File: src/rtl/bus_initiator_if.sv
// Host request/response port plus the AW/W/AR/R word bus between the
// initiator (master) and the systolic-array controller (slave side).
interface bus_initiator_if #(
  parameter int DATA_W = 32
);
  logic              req_valid;
  logic              req_ready;
  logic              req_write;
  logic [DATA_W-1:0] req_addr;
  logic [DATA_W-1:0] req_wdata;
  logic              rsp_valid;
  logic              rsp_ready;
  logic              rsp_write;
  logic [DATA_W-1:0] rsp_rdata;
  logic              rsp_err;
  logic              AWVALID;
  logic [DATA_W-1:0] AWADDR;
  logic              AWREADY;
  logic              WDVALID;
  logic [DATA_W-1:0] WDATA;
  logic              WDREADY;
  logic              ARVALID;
  logic [DATA_W-1:0] ARADDR;
  logic              ARREADY;
  logic              RDREADY;
  logic              RDVALID;
  logic [DATA_W-1:0] RDATA;

  modport master (
    input  req_valid, req_write, req_addr, req_wdata, rsp_ready,
    input  AWREADY, WDREADY, ARREADY, RDVALID, RDATA,
    output req_ready, rsp_valid, rsp_write, rsp_rdata, rsp_err,
    output AWVALID, AWADDR, WDVALID, WDATA, ARVALID, ARADDR, RDREADY
  );

  modport slave (
    output req_valid, req_write, req_addr, req_wdata, rsp_ready,
    output AWREADY, WDREADY, ARREADY, RDVALID, RDATA,
    input  req_ready, rsp_valid, rsp_write, rsp_rdata, rsp_err,
    input  AWVALID, AWADDR, WDVALID, WDATA, ARVALID, ARADDR, RDREADY
  );
endinterface

File: src/rtl/bus_initiator.sv
// Single-outstanding bus initiator: one host request -> AW/W or AR/R handshakes -> one response.
// Optional per-channel wait timeout enabled by defining BUS_INITIATOR_TIMEOUT_EN.
module bus_initiator #(
  parameter int DATA_W         = 32,
  parameter int CNT_W          = 16,
  parameter int TIMEOUT_CYCLES = 1024
) (
  input  logic             clk,
  input  logic             n_rst,
  bus_initiator_if.master  bus,
  output logic             busy,
  output logic [CNT_W-1:0] wr_count,
  output logic [CNT_W-1:0] rd_count
);
  typedef logic [DATA_W-1:0] word_t;
  typedef enum logic [2:0] {IDLE, AW, W, AR, R, RESP} state_e;

  state_e            state_q, state_d;
  logic              awvalid_q, awvalid_d;
  logic              wdvalid_q, wdvalid_d;
  logic              arvalid_q, arvalid_d;
  logic              rdready_q, rdready_d;
  logic              rsp_valid_q, rsp_valid_d;
  logic              rsp_write_q, rsp_write_d;
  word_t             awaddr_q, awaddr_d;
  word_t             araddr_q, araddr_d;
  word_t             wdata_q, wdata_d;
  word_t             wbuf_q, wbuf_d;
  word_t             rsp_rdata_q, rsp_rdata_d;
  logic [CNT_W-1:0]  wr_count_q, wr_count_d;
  logic [CNT_W-1:0]  rd_count_q, rd_count_d;

`ifdef BUS_INITIATOR_TIMEOUT_EN
  localparam int TW = $clog2(TIMEOUT_CYCLES) + 1;
  logic          write_q, write_d;
  logic          rsp_err_q, rsp_err_d;
  logic [TW-1:0] wait_q, wait_d;
  logic          in_wait;
`endif

  always_comb begin
    state_d     = state_q;
    awvalid_d   = awvalid_q;
    wdvalid_d   = wdvalid_q;
    arvalid_d   = arvalid_q;
    rdready_d   = rdready_q;
    rsp_valid_d = rsp_valid_q;
    rsp_write_d = rsp_write_q;
    awaddr_d    = awaddr_q;
    araddr_d    = araddr_q;
    wdata_d     = wdata_q;
    wbuf_d      = wbuf_q;
    rsp_rdata_d = rsp_rdata_q;
    wr_count_d  = wr_count_q;
    rd_count_d  = rd_count_q;
`ifdef BUS_INITIATOR_TIMEOUT_EN
    write_d     = write_q;
    rsp_err_d   = rsp_err_q;
    wait_d      = '0;
    in_wait     = (state_q == AW) || (state_q == W) || (state_q == AR) || (state_q == R);
`endif

    unique case (state_q)
      IDLE: if (bus.req_valid) begin
        wbuf_d = bus.req_wdata;
`ifdef BUS_INITIATOR_TIMEOUT_EN
        write_d = bus.req_write;
`endif
        if (bus.req_write) begin
          awvalid_d = 1'b1;
          awaddr_d  = bus.req_addr;
          state_d   = AW;
        end else begin
          arvalid_d = 1'b1;
          araddr_d  = bus.req_addr;
          state_d   = AR;
        end
      end
      AW: if (bus.AWREADY) begin
        awvalid_d = 1'b0;
        wdvalid_d = 1'b1;
        wdata_d   = wbuf_q;
        state_d   = W;
      end
      W: if (bus.WDREADY) begin
        wdvalid_d   = 1'b0;
        rsp_valid_d = 1'b1;
        rsp_write_d = 1'b1;
        rsp_rdata_d = '0;
        wr_count_d  = wr_count_q + CNT_W'(1);
`ifdef BUS_INITIATOR_TIMEOUT_EN
        rsp_err_d   = 1'b0;
`endif
        state_d     = RESP;
      end
      AR: if (bus.ARREADY) begin
        arvalid_d = 1'b0;
        rdready_d = 1'b1;
        state_d   = R;
      end
      R: if (bus.RDVALID) begin
        rdready_d   = 1'b0;
        rsp_valid_d = 1'b1;
        rsp_write_d = 1'b0;
        rsp_rdata_d = bus.RDATA;
        rd_count_d  = rd_count_q + CNT_W'(1);
`ifdef BUS_INITIATOR_TIMEOUT_EN
        rsp_err_d   = 1'b0;
`endif
        state_d     = RESP;
      end
      RESP: if (bus.rsp_ready) begin
        rsp_valid_d = 1'b0;
        state_d     = IDLE;
      end
      default: state_d = IDLE;
    endcase

`ifdef BUS_INITIATOR_TIMEOUT_EN
    // Staying in a wait state means no handshake this cycle; a handshake on the limit cycle wins.
    if (in_wait && state_d == state_q) begin
      if (wait_q == TW'(TIMEOUT_CYCLES - 1)) begin
        awvalid_d   = 1'b0;
        wdvalid_d   = 1'b0;
        arvalid_d   = 1'b0;
        rdready_d   = 1'b0;
        rsp_valid_d = 1'b1;
        rsp_write_d = write_q;
        rsp_rdata_d = '0;
        rsp_err_d   = 1'b1;
        state_d     = RESP;
      end else begin
        wait_d = wait_q + TW'(1);
      end
    end
`endif
  end

  always_ff @(posedge clk or negedge n_rst) begin
    if (!n_rst) begin
      state_q     <= IDLE;
      awvalid_q   <= 1'b0;
      wdvalid_q   <= 1'b0;
      arvalid_q   <= 1'b0;
      rdready_q   <= 1'b0;
      rsp_valid_q <= 1'b0;
      rsp_write_q <= 1'b0;
      awaddr_q    <= '0;
      araddr_q    <= '0;
      wdata_q     <= '0;
      wbuf_q      <= '0;
      rsp_rdata_q <= '0;
      wr_count_q  <= '0;
      rd_count_q  <= '0;
`ifdef BUS_INITIATOR_TIMEOUT_EN
      write_q     <= 1'b0;
      rsp_err_q   <= 1'b0;
      wait_q      <= '0;
`endif
    end else begin
      state_q     <= state_d;
      awvalid_q   <= awvalid_d;
      wdvalid_q   <= wdvalid_d;
      arvalid_q   <= arvalid_d;
      rdready_q   <= rdready_d;
      rsp_valid_q <= rsp_valid_d;
      rsp_write_q <= rsp_write_d;
      awaddr_q    <= awaddr_d;
      araddr_q    <= araddr_d;
      wdata_q     <= wdata_d;
      wbuf_q      <= wbuf_d;
      rsp_rdata_q <= rsp_rdata_d;
      wr_count_q  <= wr_count_d;
      rd_count_q  <= rd_count_d;
`ifdef BUS_INITIATOR_TIMEOUT_EN
      write_q     <= write_d;
      rsp_err_q   <= rsp_err_d;
      wait_q      <= wait_d;
`endif
    end
  end

  assign bus.req_ready = (state_q == IDLE);
  assign busy          = (state_q != IDLE);
  assign bus.AWVALID   = awvalid_q;
  assign bus.AWADDR    = awaddr_q;
  assign bus.WDVALID   = wdvalid_q;
  assign bus.WDATA     = wdata_q;
  assign bus.ARVALID   = arvalid_q;
  assign bus.ARADDR    = araddr_q;
  assign bus.RDREADY   = rdready_q;
  assign bus.rsp_valid = rsp_valid_q;
  assign bus.rsp_write = rsp_write_q;
  assign bus.rsp_rdata = rsp_rdata_q;
  assign wr_count      = wr_count_q;
  assign rd_count      = rd_count_q;
`ifdef BUS_INITIATOR_TIMEOUT_EN
  assign bus.rsp_err   = rsp_err_q;
`else
  assign bus.rsp_err   = 1'b0;
`endif
endmodule
File: src/flat_wrapper.sv
// flat-port wrapper written by rule: the top's interface ports become plain ports
module bus_initiator_flat 
#(
  parameter int DATA_W         = 32,
  parameter int CNT_W          = 16,
  parameter int TIMEOUT_CYCLES = 1024
)
  (clk, n_rst, busy, wr_count, rd_count, bus_req_valid, bus_req_write, bus_req_addr, bus_req_wdata, bus_rsp_ready, bus_AWREADY, bus_WDREADY, bus_ARREADY, bus_RDVALID, bus_RDATA, bus_req_ready, bus_rsp_valid, bus_rsp_write, bus_rsp_rdata, bus_rsp_err, bus_AWVALID, bus_AWADDR, bus_WDVALID, bus_WDATA, bus_ARVALID, bus_ARADDR, bus_RDREADY);
  bus_initiator_if #(.DATA_W(DATA_W)) bus_i ();
  input  logic clk;
  input  logic n_rst;
  output logic busy;
  output logic [CNT_W-1:0] wr_count;
  output logic [CNT_W-1:0] rd_count;
  input wire logic [$bits(bus_i.req_valid)-1:0] bus_req_valid;
  input wire logic [$bits(bus_i.req_write)-1:0] bus_req_write;
  input wire logic [$bits(bus_i.req_addr)-1:0] bus_req_addr;
  input wire logic [$bits(bus_i.req_wdata)-1:0] bus_req_wdata;
  input wire logic [$bits(bus_i.rsp_ready)-1:0] bus_rsp_ready;
  input wire logic [$bits(bus_i.AWREADY)-1:0] bus_AWREADY;
  input wire logic [$bits(bus_i.WDREADY)-1:0] bus_WDREADY;
  input wire logic [$bits(bus_i.ARREADY)-1:0] bus_ARREADY;
  input wire logic [$bits(bus_i.RDVALID)-1:0] bus_RDVALID;
  input wire logic [$bits(bus_i.RDATA)-1:0] bus_RDATA;
  output wire logic [$bits(bus_i.req_ready)-1:0] bus_req_ready;
  output wire logic [$bits(bus_i.rsp_valid)-1:0] bus_rsp_valid;
  output wire logic [$bits(bus_i.rsp_write)-1:0] bus_rsp_write;
  output wire logic [$bits(bus_i.rsp_rdata)-1:0] bus_rsp_rdata;
  output wire logic [$bits(bus_i.rsp_err)-1:0] bus_rsp_err;
  output wire logic [$bits(bus_i.AWVALID)-1:0] bus_AWVALID;
  output wire logic [$bits(bus_i.AWADDR)-1:0] bus_AWADDR;
  output wire logic [$bits(bus_i.WDVALID)-1:0] bus_WDVALID;
  output wire logic [$bits(bus_i.WDATA)-1:0] bus_WDATA;
  output wire logic [$bits(bus_i.ARVALID)-1:0] bus_ARVALID;
  output wire logic [$bits(bus_i.ARADDR)-1:0] bus_ARADDR;
  output wire logic [$bits(bus_i.RDREADY)-1:0] bus_RDREADY;
  assign bus_i.req_valid = bus_req_valid;
  assign bus_i.req_write = bus_req_write;
  assign bus_i.req_addr = bus_req_addr;
  assign bus_i.req_wdata = bus_req_wdata;
  assign bus_i.rsp_ready = bus_rsp_ready;
  assign bus_i.AWREADY = bus_AWREADY;
  assign bus_i.WDREADY = bus_WDREADY;
  assign bus_i.ARREADY = bus_ARREADY;
  assign bus_i.RDVALID = bus_RDVALID;
  assign bus_i.RDATA = bus_RDATA;
  assign bus_req_ready = bus_i.req_ready;
  assign bus_rsp_valid = bus_i.rsp_valid;
  assign bus_rsp_write = bus_i.rsp_write;
  assign bus_rsp_rdata = bus_i.rsp_rdata;
  assign bus_rsp_err = bus_i.rsp_err;
  assign bus_AWVALID = bus_i.AWVALID;
  assign bus_AWADDR = bus_i.AWADDR;
  assign bus_WDVALID = bus_i.WDVALID;
  assign bus_WDATA = bus_i.WDATA;
  assign bus_ARVALID = bus_i.ARVALID;
  assign bus_ARADDR = bus_i.ARADDR;
  assign bus_RDREADY = bus_i.RDREADY;
  bus_initiator #(.DATA_W(DATA_W), .CNT_W(CNT_W), .TIMEOUT_CYCLES(TIMEOUT_CYCLES)) u_core (.clk(clk), .n_rst(n_rst), .bus(bus_i), .busy(busy), .wr_count(wr_count), .rd_count(rd_count));
endmodule
File: config.mk
export PLATFORM = sky130hd
export DESIGN_NAME = bus_initiator_flat
export DESIGN_NICKNAME = d
export VERILOG_FILES = /design/src/rtl/bus_initiator_if.sv /design/src/rtl/bus_initiator.sv /design/src/flat_wrapper.sv
export SDC_FILE = /design/constraint.sdc
export NUM_CORES = 1
export LEC_CHECK = 0
export ABC_CLOCK_PERIOD_IN_PS = 5000
export CORE_MARGIN = 3
export CORE_UTILIZATION = 49
export DETAILED_ROUTE_END_ITERATION = 7
export PLACE_DENSITY = 0.89
export SLEW_MARGIN = 0
export SYNTH_ARGS = -nofsm -noshare
export SYNTH_HDL_FRONTEND = slang
export SYNTH_SLANG_ARGS = --single-unit
export TNS_END_PERCENT = 5
File: constraint.sdc
create_clock -name clk -period 5 [get_ports clk]
set_clock_uncertainty 0.15 [all_clocks]
set_input_delay 1 -clock clk [delete_from_list [all_inputs] [get_ports clk]]
set_output_delay 1 -clock clk [all_outputs]
set_load 0.03 [all_outputs]
Word-level counts from Yosys, hierarchy flattened
Index checks and enable logic that the tools add are counted.
{ "word_totals": {"reg_bits": 201, "inputBits": 105, "out_inout_bits": 169, "wordCells": 81} }
{ "op_classes": {"n_addsub": 2, "eq_ne": 13, "mux": 30, "bitwise": 1, "n_reduce_logical": 21} }
{ "ops": {"columns": ["operator", "n"], "rows": [
  ["$mux 32", 2],
  ["$pmux 32 s2", 1],
  ["$add 16x1->16 const B", 2],
  ["$mux 3", 6],
  ["$pmux 3 s6", 1],
  ["$ne 2x2->1 const B", 8],
  ["$reduce_and 3->1", 5],
  ["$mux 1", 13],
  ["$reduce_and 4->1", 3],
  ["$pmux 1 s2", 5],
  ["$reduce_bool 2->1", 5],
  ["$reduce_and 2->1", 4],
  ["$eq 3x2->1 const B", 2],
  ["$eq 3x3->1 const B", 2],
  ["$reduce_and 6->1", 1],
  ["$reduce_bool 3->1", 2],
  ["$eq 3x1->1 const B", 1],
  ["$logic_not 3->1", 1],
  ["$pmux 1 s3", 1],
  ["$mux 2", 1],
  ["$not 1->1", 1]
]} }

Logic depth before layout (Yosys ltp)
Gate-level depths: netlist of run 1.
{ "logic_depth": {"depth_word": 3, "mapped_depth": 8, "depth_no_buf": 5} }

Worst setup path before layout of run 1
No wires, ideal clock.
{ "synth_timing": {"path_kind": "register to output", "start": "reg u_core.state_q[1]", "end": "out busy", "arrival_ps": 1259, "required_time_ps": 3850, "setup_slack_ps": 2591, "stages_incl_launch_ff": 4, "path_buffers": 1, "cell_sequence": "dfrtp_1 > buf_6 > nor3_2 > inv_1"} }
{ "synth_between": {"elab_chain_cells": 1} }
{ "synth_rtl": {"columns": ["element", "line_no", "rtl"], "rows": [
  ["from (decl)", "bus_initiator.sv:18", "state_e state_q, state_d;"],
  ["from (signal assigned)", "bus_initiator.sv:161", "state_q <= state_d;"],
  ["$reduce_bool 3->1", "bus_initiator.sv:184", "assign busy = (state_q != IDLE);"],
  ["to (decl)", "flat_wrapper.sv:12", "output logic busy;"]
]} }
Every way passes these cells.

Worst setup path after layout of run 1
{ "layout_timing": {"start": "reg u_core.state_q[1]", "end": "out bus_req_ready"} }
{ "layout_between": {"elab_chain_cells": 1} }
{ "layout_rtl": {"columns": ["element", "line_no", "rtl"], "rows": [
  ["$logic_not 3->1", "bus_initiator.sv:183", "assign bus.req_ready = (state_q == IDLE);"],
  ["to (decl)", "flat_wrapper.sv:25", "output wire logic [$bits(bus_i.req_ready)-1:0] bus_req_ready;"]
]} }
Every way passes these cells.

==> flow_summary.toml, run 1 <==
[logic_synthesis]
syn_nets = 639
synthCells = 532
synth-warning-count = 0
ys_async_sr_fraction_pct = 100
synth_flop_cell = "sky130_fd_sc_hd__dfrtp_1"
number_of_flops_mapped_to_enable_cells_by_yosys = 0
yosys_register_bits = 201
postSynthAreaPerCell_um2 = 14.8
synth_sequential_area_ratio_pct = 64.0
synthDistinctLibCells = 47
post_synth_instance_area_mm2 = 0.00786

[finish]
multiInputGateArea_mm2 = 0.00264
finalInstanceArea_mm2 = 0.0114
layout.area.seq_mm2 = 0.00503
fillers = 1004
finalNetCount = 908
diodes = 0
post_route_cells_drive_above_1_share_pct = 18.0
layout-area-overhead-vs-synth_pct = 45.4

[global_routing]
global_route.usage.total_pct = 21.7
grt_pass1_vias = 5799
gr-max-usage-layer = "met2"
grt_use_met3_pct = 6.08
grt_util_met1_pct = 27.4
grt_max_degree = 120
wire_length_of_the_first_global_routing_pass_um = 31200
grt_overflow = 0
grtUsageMet2_pct = 36.9
initial_antenna_violation_count = 0

[floorplanning]
floorplan.io_pins = 274
placement_rows = 45
die_height_um = 133
floorplan.die_area_mm2 = 0.0176
initial_core_util_pct = 50.9
core-area_mm2 = 0.0154
die-width_um = 133

[placed_design]
placedInstanceArea_mm2 = 0.0107
number_of_i_o_port_buffers = 272
hpwlAfterDp_um = 14000
gp_congestion = 0.804
dp_slack_ns = 1.59

[sta]
timing_hold_violations_final = 0
max_freq_mhz = 299
crit_share_post_route_pct = 67.0
slew_viol_final = 0
relative_slew_margins_pct = 18.9
setup_viol_count_final = 0
grt_setup_unrepaired = "false"
period_minus_slack_ns = 3.35
finalWorstSetupSlack_ns = 1.65
tightestPinTransition_ns = 1.21
setup-tns-final_ns = 0

[setup_path]
critical_path.endpoint_type = "primary output"
cpMaxStageDelayCell = "sky130_fd_sc_hd__clkdlybuf4s50_1"
critical_path_class = "flip-flop to primary output"
worstSetupStartpointType = "flip-flop"
cp.depth = 2
timing.reg2reg.worst_path_depth = 4
timing.critical_path.arrival_ns = 2.20
required_time_at_the_endpoint_of_the_critical_path_ns = 3.85
critical-path-top-delay-family = "buffers and inverters"
crit_path_max_incr_delay_ns = 0.75
critical_path.n_buffers_inverters = 1
cp_max_fo = 18
crit_chain = "nor3_2, clkdlybuf4s50_1"

[min_path]
whs_path_depth = 1
worst_hold_path_type = "flip-flop to flip-flop"

[job]
max_capacitance_violation_total = 0

[cts]
clock_latency_on_the_worst_skew_pair_ns = 0.49
cts_setup_buffers = 0
cts_resized = 0
tritoncts = "built"
clock_tree.buffer_depth = 3
clk_root_buffer_cell = "sky130_fd_sc_hd__clkbuf_16"
holdBufCountCts = 0
worst_setup_hold_path_clk_slew_ns = 0.06
clkSinkCount = 201
cts-htree-levels = 1
tritoncts.num_buffers = 20

[detailed_routing]
detail_route.iter0.violations = 217
wirelength_um = 19500
detail_route.vias_per_cell = 5.20
drtPass1Iterations = 4
drt_antenna_net_count = 0
wl_per_cell_um = 19.0
route.detailed.drc = 0
via_count = 5331

[outcome]
run_status = "completed"

[pwr]
finalPower_mw = 7.81
total_power_density_per_cell_area_mw_per_mm2 = 684
power.ir.vdd_worst_mv = 0.392
static-leakage-power_nw = 4.97
[sequential cells by signal, indices dropped and copies added (netlist names)]
name and flops:
u_core.bus.AWADDR 32, u_core.rd_count 16, u_core.state_q 3, u_core.wr_count 16
u_core.bus.rsp_write 1, u_core.bus.WDATA 32, u_core.wbuf_q 32, u_core.bus.rsp_valid 1
u_core.bus.ARVALID 1, u_core.bus.rsp_rdata 32, u_core.bus.WDVALID 1, u_core.bus.AWVALID 1
u_core.bus.RDREADY 1, u_core.bus.ARADDR 32
[kinds of logic after synthesis]
| logic type | share of synthesized area (%) |
|---|---|
| flops | 64.0 |
| mux | 18.6 |
| simple gates | 6.48 |
| compound gates | 4.76 |
| buf+inv | 2.44 |
| xor+xnor | 3.34 |
| fa+ha+maj | 0.318 |
| other cells | 0.0477 |
[worst register-to-register path: cells and delay by family (launching register included)]
family	cells	cell delay [ns]
multiplexers	1	0.50
flip-flops	1	0.59
AND/OR/NAND/NOR	3	1.52
[synthesized netlist by cell type (2+ instances only)]
library cell | n | area [µm²]
sky130_fd_sc_hd__a22o_1 | 32 | 280
sky130_fd_sc_hd__and2_1 | 2 | 12.5
sky130_fd_sc_hd__nand3_1 | 5 | 25.0
sky130_fd_sc_hd__buf_2 | 11 | 55.1
sky130_fd_sc_hd__nor3_1 | 2 | 10.0
sky130_fd_sc_hd__mux2_1 | 30 | 338
sky130_fd_sc_hd__buf_4 | 2 | 15.0
sky130_fd_sc_hd__ha_1 | 2 | 25.0
sky130_fd_sc_hd__a211oi_1 | 2 | 15.0
sky130_fd_sc_hd__xnor2_1 | 17 | 149
sky130_fd_sc_hd__nand4_1 | 7 | 43.8
sky130_fd_sc_hd__and4_1 | 4 | 35.0
sky130_fd_sc_hd__nand2b_1 | 4 | 25.0
sky130_fd_sc_hd__xor2_1 | 13 | 114
sky130_fd_sc_hd__mux2i_1 | 2 | 20.0
sky130_fd_sc_hd__nor3_2 | 2 | 20.0
sky130_fd_sc_hd__inv_1 | 3 | 11.3
sky130_fd_sc_hd__buf_6 | 6 | 67.6
sky130_fd_sc_hd__nor2_1 | 13 | 48.8
sky130_fd_sc_hd__and3_1 | 3 | 18.8
sky130_fd_sc_hd__o21ai_0 | 6 | 30.0
sky130_fd_sc_hd__a31oi_1 | 3 | 18.8
sky130_fd_sc_hd__mux2_2 | 98 | 1100
sky130_fd_sc_hd__nand4bb_1 | 2 | 22.5
sky130_fd_sc_hd__dfrtp_1 | 201 | 5030
sky130_fd_sc_hd__clkbuf_1 | 10 | 37.5
sky130_fd_sc_hd__nand2_1 | 29 | 109
sky130_fd_sc_hd__or3_1 | 2 | 12.5
[metal layers]
layer | share of wire (%) | up-vias | wire [µm]
li1 | - | 2411 | -
met1 | 40 | 2691 | 7880
met2 | 50 | 194 | 9700
met3 | 7.1 | 35 | 1380
met4 | 2.5 | 0 | 491
met5 | 0 | - | 0
[power breakdown]
group	switching, mW	total (mW)	internal [mW]	leakage (nW)
combinational	1.84	3.46	1.62	2.12
clock	0.613	1.58	0.967	0.345
sequential	0.452	2.77	2.32	2.51
[through the flow]
step                      std cells  util (%)  hold WS, ns
final                          1026      74.1        0.325
after global routing           1026      74.1        0.357
after CTS                      1026      74.1        0.331
after detailed placement        990      69.5        0.319
after global placement          990      69.5        0.308
after floorplan                 532         -        0.325
[cell type report]
class,count,area share [%]
sequential,201,44.0
timing repair buffer,277,24.3
multi-input combinational,298,23.1
clock buffer,26,5.03
tap,211,2.31
clock inverter,10,1.14
inverter,3,0.0986
[placed cells by master (no fill, tap or decap), types with 2 or more instances in the layout]
master	instances
sky130_fd_sc_hd__a31oi_1	3
sky130_fd_sc_hd__mux2_1	30
sky130_fd_sc_hd__and3_1	3
sky130_fd_sc_hd__nand4bb_1	2
sky130_fd_sc_hd__clkbuf_1	2
sky130_fd_sc_hd__nand2_1	29
sky130_fd_sc_hd__xnor2_1	17
sky130_fd_sc_hd__a22o_1	32
sky130_fd_sc_hd__buf_4	4
sky130_fd_sc_hd__nor3_1	2
sky130_fd_sc_hd__xor2_1	13
sky130_fd_sc_hd__nand2b_1	4
sky130_fd_sc_hd__or3_1	2
sky130_fd_sc_hd__nand4_1	7
sky130_fd_sc_hd__clkbuf_8	4
sky130_fd_sc_hd__nor3_2	2
sky130_fd_sc_hd__clkinvlp_4	2
sky130_fd_sc_hd__a211oi_1	2
sky130_fd_sc_hd__mux2i_1	2
sky130_fd_sc_hd__ha_1	2
sky130_fd_sc_hd__bufinv_16	3
sky130_fd_sc_hd__and2_1	2
sky130_fd_sc_hd__nor2_1	12
sky130_fd_sc_hd__inv_1	3
sky130_fd_sc_hd__clkinv_2	5
sky130_fd_sc_hd__and4_1	4
sky130_fd_sc_hd__dfrtp_1	201
sky130_fd_sc_hd__nand3_1	5
sky130_fd_sc_hd__o21ai_0	6
sky130_fd_sc_hd__clkdlybuf4s50_1	271
sky130_fd_sc_hd__mux2_2	98
sky130_fd_sc_hd__clkbuf_16	21
[path summary, 6_finish.rpt]
| kind | from | endpoint | slack (ns) |
|---|---|---|---|
| min | u_core.rd_count[15]$_DFFE_PN0P_ | u_core.rd_count[15]$_DFFE_PN0P_ | 0.32 |
| max | u_core.state_q[1]$_DFFE_PN0P_ | bus_req_ready | 1.65 |
| min reg2reg | u_core.rd_count[15]$_DFFE_PN0P_ | u_core.rd_count[15]$_DFFE_PN0P_ | 0.32 |
| min in group asynchronous | n_rst | u_core.bus.AWADDR[24]$_DFFE_PN0P_ | 0.38 |
| max in group asynchronous | n_rst | u_core.wbuf_q[4]$_DFFE_PN0P_ | 3.25 |
| max reg2reg | u_core.state_q[1]$_DFFE_PN0P_ | u_core.bus.AWADDR[31]$_DFFE_PN0P_ | 2.13 |
(Power assumes the default switching activity.)
==> inputs of run 2 (changes only) <==
--- a/config.mk
+++ b/config.mk
@@ -5,11 +5,11 @@
 export SDC_FILE = /design/constraint.sdc
 export NUM_CORES = 1
 export LEC_CHECK = 0
-export ABC_CLOCK_PERIOD_IN_PS = 5000
+export ABC_CLOCK_PERIOD_IN_PS = 3100
 export CORE_MARGIN = 3
-export CORE_UTILIZATION = 49
+export CORE_UTILIZATION = 45
 export DETAILED_ROUTE_END_ITERATION = 7
-export PLACE_DENSITY = 0.89
+export PLACE_DENSITY = 0.83
 export SLEW_MARGIN = 0
 export SYNTH_ARGS = -nofsm -noshare
 export SYNTH_HDL_FRONTEND = slang
==> constraint.sdc (replaced) <==
create_clock -name clk -period 3.1 [get_ports clk]
set_clock_uncertainty 0.15 [all_clocks]
set_input_delay 0.62 -clock clk [delete_from_list [all_inputs] [get_ports clk]]
set_output_delay 0.62 -clock clk [all_outputs]
set_load 0.03 [all_outputs]
==> run 2 against run 1 <==
Against the previous run:
- sequential share of layout area fell by 0.65 points
- cell count is 2.0% higher
- die area increased by 8.5%
- utilization fell by 5.1 points
- via count rose by 1.3%
- largest power group unchanged
- flip-flop and latch count unchanged
- sequential power up 58%
- register-to-register slack got worse by 1.4 ns
- clock power is 75% higher
==> flow_summary.toml, run 2 (synthesis results as in run 1) <==
[floorplanning]
placement_rows = 47
floorplan.io_pins = 274
floorplan.die_area_mm2 = 0.0191
initial_core_util_pct = 46.7
die-width_um = 138
die_height_um = 138
core-area_mm2 = 0.0168

[pwr]
total_power_density_per_cell_area_mw_per_mm2 = 1110
share_comb_of_total_power_pct = 44.2
internal_power_mw = 8.14
power.clock.fraction_pct = 21.6
power.ir.vdd_worst_mv = 0.664
p_switching_mw = 4.69
finalPower_mw = 12.8
p_sw_share_pct = 36.6
sequentialPowerShare_pct = 34.2
static-leakage-power_nw = 5.06

[setup_path]
crit_chain = "nor3_2, clkdlybuf4s50_1"
rr_endpoint = "u_core.bus.rsp_rdata[15]$_DFFE_PN0P_"
crit_path_max_incr_delay_ns = 0.73
cp.depth = 2
r2r-start = "u_core.state_q[2]$_DFFE_PN0P_"
cp_max_fo = 16
worst_setup_path_endpoint = "bus_req_ready"
required_time_at_the_endpoint_of_the_critical_path_ns = 2.33
cpMaxStageDelayCell = "sky130_fd_sc_hd__clkdlybuf4s50_1"
critPathLaunch = "u_core.state_q[2]$_DFFE_PN0P_"
timing.reg2reg.worst_path_depth = 3
critical_path.n_buffers_inverters = 1
setup.reg_to_reg.worst_slack_ns = 0.68
worstSetupStartpointType = "flip-flop"
timing.critical_path.arrival_ns = 2.12
critical_path.endpoint_type = "primary output"
critical-path-top-delay-family = "buffers and inverters"
critical_path_class = "flip-flop to primary output"

[sta]
period_minus_slack_ns = 2.89
max_freq_mhz = 345
tightestPinTransition_ns = 1.21
slew_viol_final = 0
relative_slew_margins_pct = 19.1
crit_share_post_route_pct = 93.4
setup_viol_count_final = 0
setup-tns-final_ns = 0
timing_hold_violations_final = 0
grt_setup_unrepaired = "false"

[cts]
clock_tree.buffer_depth = 3
tritoncts.num_buffers = 22
worst_setup_hold_path_clk_slew_ns = 0.06
cts_setup_buffers = 0
clkSinkCount = 201
clock_latency_on_the_worst_skew_pair_ns = 0.49
clk_root_buffer_cell = "sky130_fd_sc_hd__clkbuf_16"
tritoncts = "built"
cts-htree-levels = 1

[detailed_routing]
detail_route.iter0.violations = 242
via_count = 5400
drt_antenna_net_count = 0
wirelength_um = 19400
wl_per_cell_um = 18.5
drtPass1Iterations = 4
route.met2.wl_um = 9550
met3_wirelength_from_detailed_routing_um = 1290
wl_met1_um = 7900
route.top_layer_used = "met4"
detail_route.vias_per_cell = 5.16
route.detailed.drc = 0

[finish]
post_route_cells_drive_above_1_share_pct = 19.0
layout.cells.most_common = "sky130_fd_sc_hd__clkdlybuf4s50_1"
fillers = 1149
diodes = 0
finalNetCount = 918
mostFrequentLayoutCells = "sky130_fd_sc_hd__clkdlybuf4s50_1, sky130_fd_sc_hd__dfrtp_1, sky130_fd_sc_hd__mux2_2, sky130_fd_sc_hd__a22o_1, sky130_fd_sc_hd__mux2_1"
layout-area-overhead-vs-synth_pct = 47.6

[placed_design]
number_of_i_o_port_buffers = 272
gp_congestion = 0.809
hpwlAfterDp_um = 14100

[global_routing]
initial_antenna_violation_count = 0
global_route.usage.total_pct = 19.8
grt_max_degree = 67
wire_length_of_the_first_global_routing_pass_um = 31400
grt_overflow = 0
grt_pass1_vias = 5889

[job]
max_capacitance_violation_total = 0

[min_path]
worst_hold_path_type = "flip-flop to flip-flop"

[outcome]
run_status = "completed"
[run 2: changes by cell type in the layout (fill, tap and decap cells not counted), sizes merged]
cell | previous run | this run
buf | 5 | 12
clkbuf | 27 | 33
clkinvlp | 2 | 0
clkinv | 5 | 4
dlygate4sd3 | 0 | 1
inv | 3 | 4
[run 2: timing repair]
item	CTS	global route
hold buffers	1	0
endpoints found under the hold margin	35	0
setup endpoints to repair	0	0
gates resized for setup	0	0
[run 2: metal layers]
layer  GRT usage [%]  vias to the layer above
met3            4.90                       53
li1                -                     2447
met1            24.5                     2696
met5               0                        -
met2            33.8                      204
met4            7.07                        0
[run 2: how the worst min path moves through the flow]
stage | cells past startpoint | start | slack (ns) | endpoint
2_1_floorplan | 0 | n_rst | 0.17 | u_core.bus.ARADDR[0]$_DFFE_PN0P_
3_3_place_gp | 1 | u_core.rd_count[15]$_DFFE_PN0P_ | 0.31 | u_core.rd_count[15]$_DFFE_PN0P_
3_5_place_dp | 1 | u_core.wr_count[15]$_DFFE_PN0P_ | 0.31 | u_core.wr_count[15]$_DFFE_PN0P_
4_1_cts | 1 | u_core.wr_count[15]$_DFFE_PN0P_ | 0.33 | u_core.wr_count[15]$_DFFE_PN0P_
5_1_grt | 1 | u_core.rd_count[15]$_DFFE_PN0P_ | 0.34 | u_core.rd_count[15]$_DFFE_PN0P_
6_report | 1 | u_core.wr_count[15]$_DFFE_PN0P_ | 0.33 | u_core.wr_count[15]$_DFFE_PN0P_
[run 2: cell type report]
type                            count  area (µm²)  area share [%]
Sequential cell                   201        5030            43.4
Timing Repair Buffer              285        2850            24.6
Multi-Input combinational cell    298        2640            22.8
Clock buffer                       32         669            5.77
Tap cell                          220         275            2.37
Clock inverter                      8         119            1.03
Inverter                            3        11.3          0.0971
[run 2: worst register-to-register path, cell delays in order (launching register included)]
cell and delay [ns]:
sky130_fd_sc_hd__dfrtp_1 0.63, sky130_fd_sc_hd__and4bb_2 0.33, sky130_fd_sc_hd__nor2_2 0.94, sky130_fd_sc_hd__a22o_1 0.30
[run 2: power by group through the flow]
| stage | clock [mW] | combinational [mW] | sequential, mW |
|---|---|---|---|
| final | 2.77 | 5.67 | 4.39 |
| after floorplan | 0 | 1.56 | 6.07 |
| after global routing | 2.94 | 5.94 | 4.53 |
| after CTS | 2.84 | 5.74 | 4.40 |
| after global placement | 0 | 5.58 | 4.34 |
| after detailed placement | 0 | 5.72 | 4.43 |
[run 2: per-stage QoR]
step                instances  area, µm²  setup slack (ns)  util, %  hold slack, ns
floorplan                 532       7860             0.806        -           0.174
global placement         1006      10800             0.384     64.2           0.309
detailed placement       1006      10800             0.238     64.2           0.314
CTS                      1047      11600             0.164     68.9           0.331
global route             1047      11600             0.111     68.9           0.342
finish                   1047      11600             0.206     68.9           0.327
==> inputs of run 3 (changes only) <==
--- a/config.mk
+++ b/config.mk
@@ -9,6 +9,7 @@
 export CORE_MARGIN = 3
 export CORE_UTILIZATION = 45
 export DETAILED_ROUTE_END_ITERATION = 7
+export GPL_TIMING_DRIVEN = 1
 export PLACE_DENSITY = 0.83
 export SLEW_MARGIN = 0
 export SYNTH_ARGS = -nofsm -noshare
==> results of run 3 <==
No change in the layout: final DEF, timing and power equal those of run 2.
